--- src/rtl/rule90_ctrl.sv ---
// rule90_ctrl: button sync/debounce/press-edge front end, play/pause FSM and step tick for the rule-90 core.
// Defining RULE90_CTRL_SINGLE_STEP_EN adds a btn_step input that single-steps the core while paused.
module rule90_ctrl #(
    parameter int SYNC_STAGES     = 2,
    parameter int DEBOUNCE_CYCLES = 1000000,
    parameter int TICK_DIV        = 25000000,
    parameter int CNT_W           = 32
) (
    input  logic       clk,
    input  logic       rst,
    input  logic       btn_load,
    input  logic       btn_start_stop,
`ifdef RULE90_CTRL_SINGLE_STEP_EN
    input  logic       btn_step,
`endif
    input  logic [1:0] speed,
    output logic       load_pulse,
    output logic       running,
    output logic       step_en
);
`ifdef RULE90_CTRL_SINGLE_STEP_EN
    localparam int NB = 3;
    logic [NB-1:0] btn;
    assign btn = {btn_step, btn_start_stop, btn_load};
`else
    localparam int NB = 2;
    logic [NB-1:0] btn;
    assign btn = {btn_start_stop, btn_load};
`endif
    localparam logic [CNT_W-1:0] DB_LAST = CNT_W'(DEBOUNCE_CYCLES - 1);
    localparam logic [CNT_W-1:0] TDIV    = CNT_W'(TICK_DIV);

    typedef enum logic {PAUSED = 1'b0, RUNNING = 1'b1} state_t;

    logic [NB-1:0]    press;
    state_t           state, state_nxt;
    logic [CNT_W-1:0] tc, limit;

    for (genvar i = 0; i < NB; i++) begin : g_btn
        logic [SYNC_STAGES-1:0] s;
        logic [CNT_W-1:0]       c;
        logic                   d, dq;
        always_ff @(posedge clk) begin
            if (rst) begin
                s  <= '0;
                c  <= '0;
                d  <= 1'b0;
                dq <= 1'b0;
            end else begin
                s  <= {s[SYNC_STAGES-2:0], btn[i]};
                dq <= d;
                if (s[SYNC_STAGES-1] == d) c <= '0;
                else if (c == DB_LAST) begin
                    d <= s[SYNC_STAGES-1];
                    c <= '0;
                end else c <= c + CNT_W'(1);
            end
        end
        assign press[i] = d & ~dq;
    end

    // press[0] = load, press[1] = start/stop, press[2] = step; load beats everything
    always_comb begin
        limit     = (TDIV >> speed) - CNT_W'(1);
        state_nxt = press[0] ? PAUSED : press[1] ? (state == RUNNING ? PAUSED : RUNNING) : state;
    end

    always_ff @(posedge clk) begin
        if (rst) begin
            state      <= PAUSED;
            tc         <= '0;
            load_pulse <= 1'b0;
            step_en    <= 1'b0;
        end else begin
            state      <= state_nxt;
            load_pulse <= press[0];
            if (state == RUNNING && state_nxt == RUNNING) begin
                tc      <= tc >= limit ? '0 : tc + CNT_W'(1);
                step_en <= tc >= limit;
            end else begin
                tc      <= '0;
`ifdef RULE90_CTRL_SINGLE_STEP_EN
                step_en <= press[2] && state == PAUSED && !press[0];
`else
                step_en <= 1'b0;
`endif
            end
        end
    end

    assign running = state == RUNNING;
endmodule

--- config.mk ---
export PLATFORM = sky130hd
export DESIGN_NAME = rule90_ctrl
export DESIGN_NICKNAME = d
export VERILOG_FILES = /design/src/rtl/rule90_ctrl.sv
export SDC_FILE = /design/constraint.sdc
export NUM_CORES = 1
export LEC_CHECK = 0
export ABC_AREA = 1
export CORE_MARGIN = 2
export CORE_UTILIZATION = 25
export DETAILED_ROUTE_END_ITERATION = 8
export GPL_ROUTABILITY_DRIVEN = 0
export PLACE_DENSITY = 0.46
export SKIP_LAST_GASP = 1
export SLEW_MARGIN = 20
export SYNTH_ARGS = -nofsm -noshare
export SYNTH_HDL_FRONTEND = slang
export SYNTH_SLANG_ARGS = --single-unit
--- constraint.sdc ---
create_clock -name clk -period 1.99 [get_ports clk]
set_clock_uncertainty 0.15 [all_clocks]
set_input_delay 0.4975 -clock clk [delete_from_list [all_inputs] [get_ports clk]]
set_output_delay 0.4975 -clock clk [all_outputs]
set_load 0.01 [all_outputs]
# Yosys cells after proc, flatten, opt, wreduce, memory -nomap -nowiden
# Cells that the tools add are included.
dict set report totals {
  regBits 107
  latch_bits 0
  ramBits 0
  rom_bits 0
  input_bits 6
  output_inout_bits 3
  mem_count 0
}
dict set report op_classes {
  addsub 4
  multipliers 0
  div_mod_pow 0
  n_lt_le_gt_ge 1
  n_eq_ne 4
  shift 1
  n_mux 3
  bitwise_logic 7
  reduce_logical 7
}
# op count
set op_table {}
lappend op_table {{$add A32 B1 Y32 const B} 3}
lappend op_table {{$eq A32 B20 Y1 const B} 2}
lappend op_table {{$ge A32 B32 Y1} 1}
lappend op_table {{$shr A25 B2 Y32 const A} 1}
lappend op_table {{$sub A32 B1 Y32 const B} 1}
lappend op_table {{$reduce_or A3 Y1} 3}
lappend op_table {{$not A1 Y1} 5}
lappend op_table {{$reduce_and A2 Y1} 2}
lappend op_table {{$mux W1} 3}
lappend op_table {{$and A1 B1 Y1} 2}
lappend op_table {{$eq A1 B1 Y1} 2}
lappend op_table {{$reduce_or A2 Y1} 1}
lappend op_table {{$logic_and A1 B1 Y1} 1}

# Longest topological paths before layout
dict set report logic_depth {
  ltp_word 7
  depth_mapped 13
}

# Worst setup path after synthesis
# No wires, ideal clock.
dict set report synth_path {
  path_type {input port to flip-flop}
  startpoint {in speed[0]}
  endpoint {reg tc[8]}
  setup_time_ns 0.064
  arrival_time_ns 1.842
  t_required_ns 1.776
  slack_ns -0.066
  path_stages 11
  path_cell_list {inv_1 nor2_1 inv_1 ha_1 a21o_1 nor2_1 nand2_1 a21oi_1 nand3_2 buf_4 nor2_1}
}
dict set report synth_via {
  elab_chain_cells 4
}
# item line
set synth_lines {}
lappend synth_lines {{start, declared} 16} ;# input logic [1:0] speed,
lappend synth_lines {{$shr A25 B2 Y32} 64} ;# limit = (TDIV >> speed) - CNT_W'(1);
lappend synth_lines {{$sub A32 B1 Y32} 64}
lappend synth_lines {{$ge A32 B32 Y1} 78} ;# tc <= tc >= limit ? '0 : tc + CNT_W'(1);
lappend synth_lines {{$reduce_or A3 Y1 (no source line)} n/a}
lappend synth_lines {{end signal, assigned} 78}
lappend synth_lines {{end, declared} 37} ;# logic [CNT_W-1:0] tc, limit;
# Every way passes these cells.
# A chain may end at the register's enable or synchronous reset.

# Worst setup path after layout
dict set report layout_path {
  startpoint {reg state (netlist: running)}
  endpoint {out running}
}
# item line
set layout_rtl {}
lappend layout_rtl {{start, declared} 36} ;# state_t state, state_nxt;
lappend layout_rtl {{start signal, assigned} 75} ;# state <= state_nxt;
lappend layout_rtl {{end, declared} 18} ;# output logic running,
# No word-level cell between the ends.

==> impl_metrics.toml <==
[clock_network]
clock_latency_ps = 350
htreeDepth = 3
clock_sinks = 107
clk_pin_slew_ps = 80
cts.path.max_buffers = 2
cts_made_buffers = 9
clockRootBuffer = "clkbuf_16"
tritoncts = "built"

[status]
status = "finished clean"

[die]
die_y_um = 159.7
start_util = 0.2567
core_sq_um = 23610
io_pins = 9
row_count = 56
die_area_sq_um = 25510
die_w_um = 159.7

[drt]
drc = 0
wl_per_cell_um = 11.96
vias = 5456
antenna_left = 0
drt-total-wl_mm = 15.35
dr.pass1.iters = 4
via_per_inst = 4.249
drt_iter0_markers = 259

[yosys]
synth-seq-area-share = 0.3534
netlist_area_sq_um = 6062
synth-seq-cells = 107
netlist_instances = 916
ys_types = 32
yosysWarningCount = 0
avgSynthCellArea_sq_um = 6.618

[setup_path]
critPathBufInv = 1
crit_family = "buffers and inverters"
crit_fanout = 3
worstPathRequired_ps = 1340
startpoint_type = "flop"
cp-end-kind = "primary output"
critPathKind = "reg -> out"
cp_slowest_cell = "clkdlybuf4s50_1"
crit_chain = "clkdlybuf4s50_1"
cpPeakStageDelay_ps = 540
cp.arrival_ps = 1260

[grt]
antenna_found_initial = 0
grt_max_degree = 33
grt_pass1_wl_mm = 25.46
grt_pass1_vias = 5145
grtUsageTotal = 0.1229
overflow = 0

[cells_and_area]
multi_input_area_sq_um = 3480
nNetsFinal = 988
fillers = 2642
n_antenna_cell = 0
final_cells = 1284
syn2layout_area_growth_pct = 17.65
drive_above_1_share = 0.1078
regArea_sq_um = 2143

[pwr]
peakVddDrop_mv = 0.3942
p_total_mw = 4.025
power_leakage_nw = 2.315
power_density_nw_per_um2 = 564.3

[timing]
setup_viol = 0
finalCritPeriodShare = 0.9587
hold_viol_final = 0
final_max_slew_viol_count = 0
fin_ws_ps = 82.20
hold_slack_ps = 258.1
max_freq_ghz = 0.5242
fin_crit_ps = 1908
finalSetupTns_ps = 0

[placed_design]
hpwl_mm = 11.97
place_ws_ps = -743.0
portBuffers = 8
dp_cells = 1266

[worst_hold_path]
hold_class = "reg -> reg"

[flow_run]
maxCapViolations = 0
## tightest hold or removal path, delay by kind of cell (launching register included)
kind | cells | cell delay [ps]
flops | 1 | 300
simple gates | 1 | 30
buf+inv | 1 | 40
## metrics by stage
stage / cell area, sq um / utilization
global placement: 6760 / 0.2863
floorplan: 6107 / -
global route: 7132 / 0.3020
detailed placement: 6760 / 0.2863
finish: 7132 / 0.3020
CTS: 7054 / 0.2987
## layout make-up
class	instances	area share
clock buffers	10	0.03351
clock inverters	6	0.006316
inverters	121	0.06368
multi-input cells	683	0.4879
flip-flops and latches	107	0.3005
well taps	319	0.05596
repair buffers	38	0.05211
## flip-flops by register name, summed over array words and instances (netlist names)
signal / cells
g_btn.c: 64
tc: 32
g_btn.s: 4
g_btn.d: 2
g_btn.dq: 2
load_pulse: 1
running: 1
step_en: 1
## synthesized netlist by cell type
cell,n,area [sq um]
and3_1,1,6.260
nand2_4,1,11.26
a21boi_0,1,7.510
inv_1,118,442.9
clkbuf_1,2,7.510
nand4_2,1,12.51
nand3_4,1,17.52
nor2_4,4,45.04
inv_2,3,11.26
xor2_1,24,210.2
nor3b_1,1,7.510
nand4_1,20,125.1
conb_1,2,7.510
nand2_1,246,923.4
nor3_1,35,175.2
nand3_1,38,190.2
nand3_2,4,40.04
a21o_1,1,7.510
nor3_2,8,80.08
buf_6,3,33.78
nor2_2,9,56.30
nor2_1,176,660.6
or2_2,2,12.51
nor3_4,2,32.53
nand3b_1,14,105.1
nand2_2,3,18.77
xnor2_1,13,113.9
ha_1,22,275.3
a21oi_1,46,230.2
buf_4,5,37.54
dfxtp_1,107,2142
o21ai_0,3,15.01
## metal layers
metal  GRT usage  up-vias  share of wire
met5           0        -              0
met4     0.04587        0          0.020
met3     0.01818       23          0.020
met2      0.1922       50           0.43
met1      0.1710     2436           0.53
li1            -     2947              -
## kinds of logic (layout without fill, tap and decap cells)
| group | after synthesis | in the layout | synth area share |
|---|---|---|---|
| other | 2 | 7 | 0.001239 |
| AO/OA/AOI/OAI | 51 | 51 | 0.04293 |
| AND/OR/NAND/NOR | 566 | 566 | 0.4157 |
| XOR/XNOR | 37 | 37 | 0.05346 |
| buffers and inverters | 131 | 175 | 0.08793 |
| flip-flops | 107 | 107 | 0.3534 |
| adder cells (fa/ha/maj) | 22 | 22 | 0.04541 |
## timing repair
item / 4_1_cts / 5_1_grt
pin swaps: 0 / 5
gates cloned: 0 / 1
hold buffers: 0 / 0
setup buffers: 0 / 1
endpoints found under the setup margin: 29 / 60
gates resized for setup: 13 / 18
## worst paths after layout
kind | cells after the start | end | from | slack (ps)
setup reg to reg | 8 | tc[22] | tc[23] | 100
hold / removal | 2 | g_btn[0].s[1] | g_btn[0].s[0] | 260
hold reg to reg | 2 | g_btn[0].s[1] | g_btn[0].s[0] | 260
setup / recovery | 1 | running | running | 80
## cells in the final DEF, fill, tap and decap left out, types with 7 or more instances in the layout
cell	netlist	final
nor2_1	176	167
nand4_1	20	20
buf_4	5	26
a21oi_1	46	45
ha_1	22	21
clkbuf_16	0	10
nor3_2	8	9
xnor2_1	13	13
conb_1	2	7
dfxtp_1	107	106
nor2_4	4	7
nor2_2	9	15
nand3_1	38	38
nor3_1	35	34
xor2_1	24	24
inv_1	118	116
nand3b_1	14	14
nand2_1	246	243
## report_power, final
part | internal [mW] | leakage, nW | switching [mW]
logic | 0.0419 | 1.31 | 0.0571
clock network | 0.897 | 0.144 | 0.876
registers | 2.15 | 0.865 | 0.00292
total | 3.09 | 2.32 | 0.937
(Power assumes the default switching activity.)
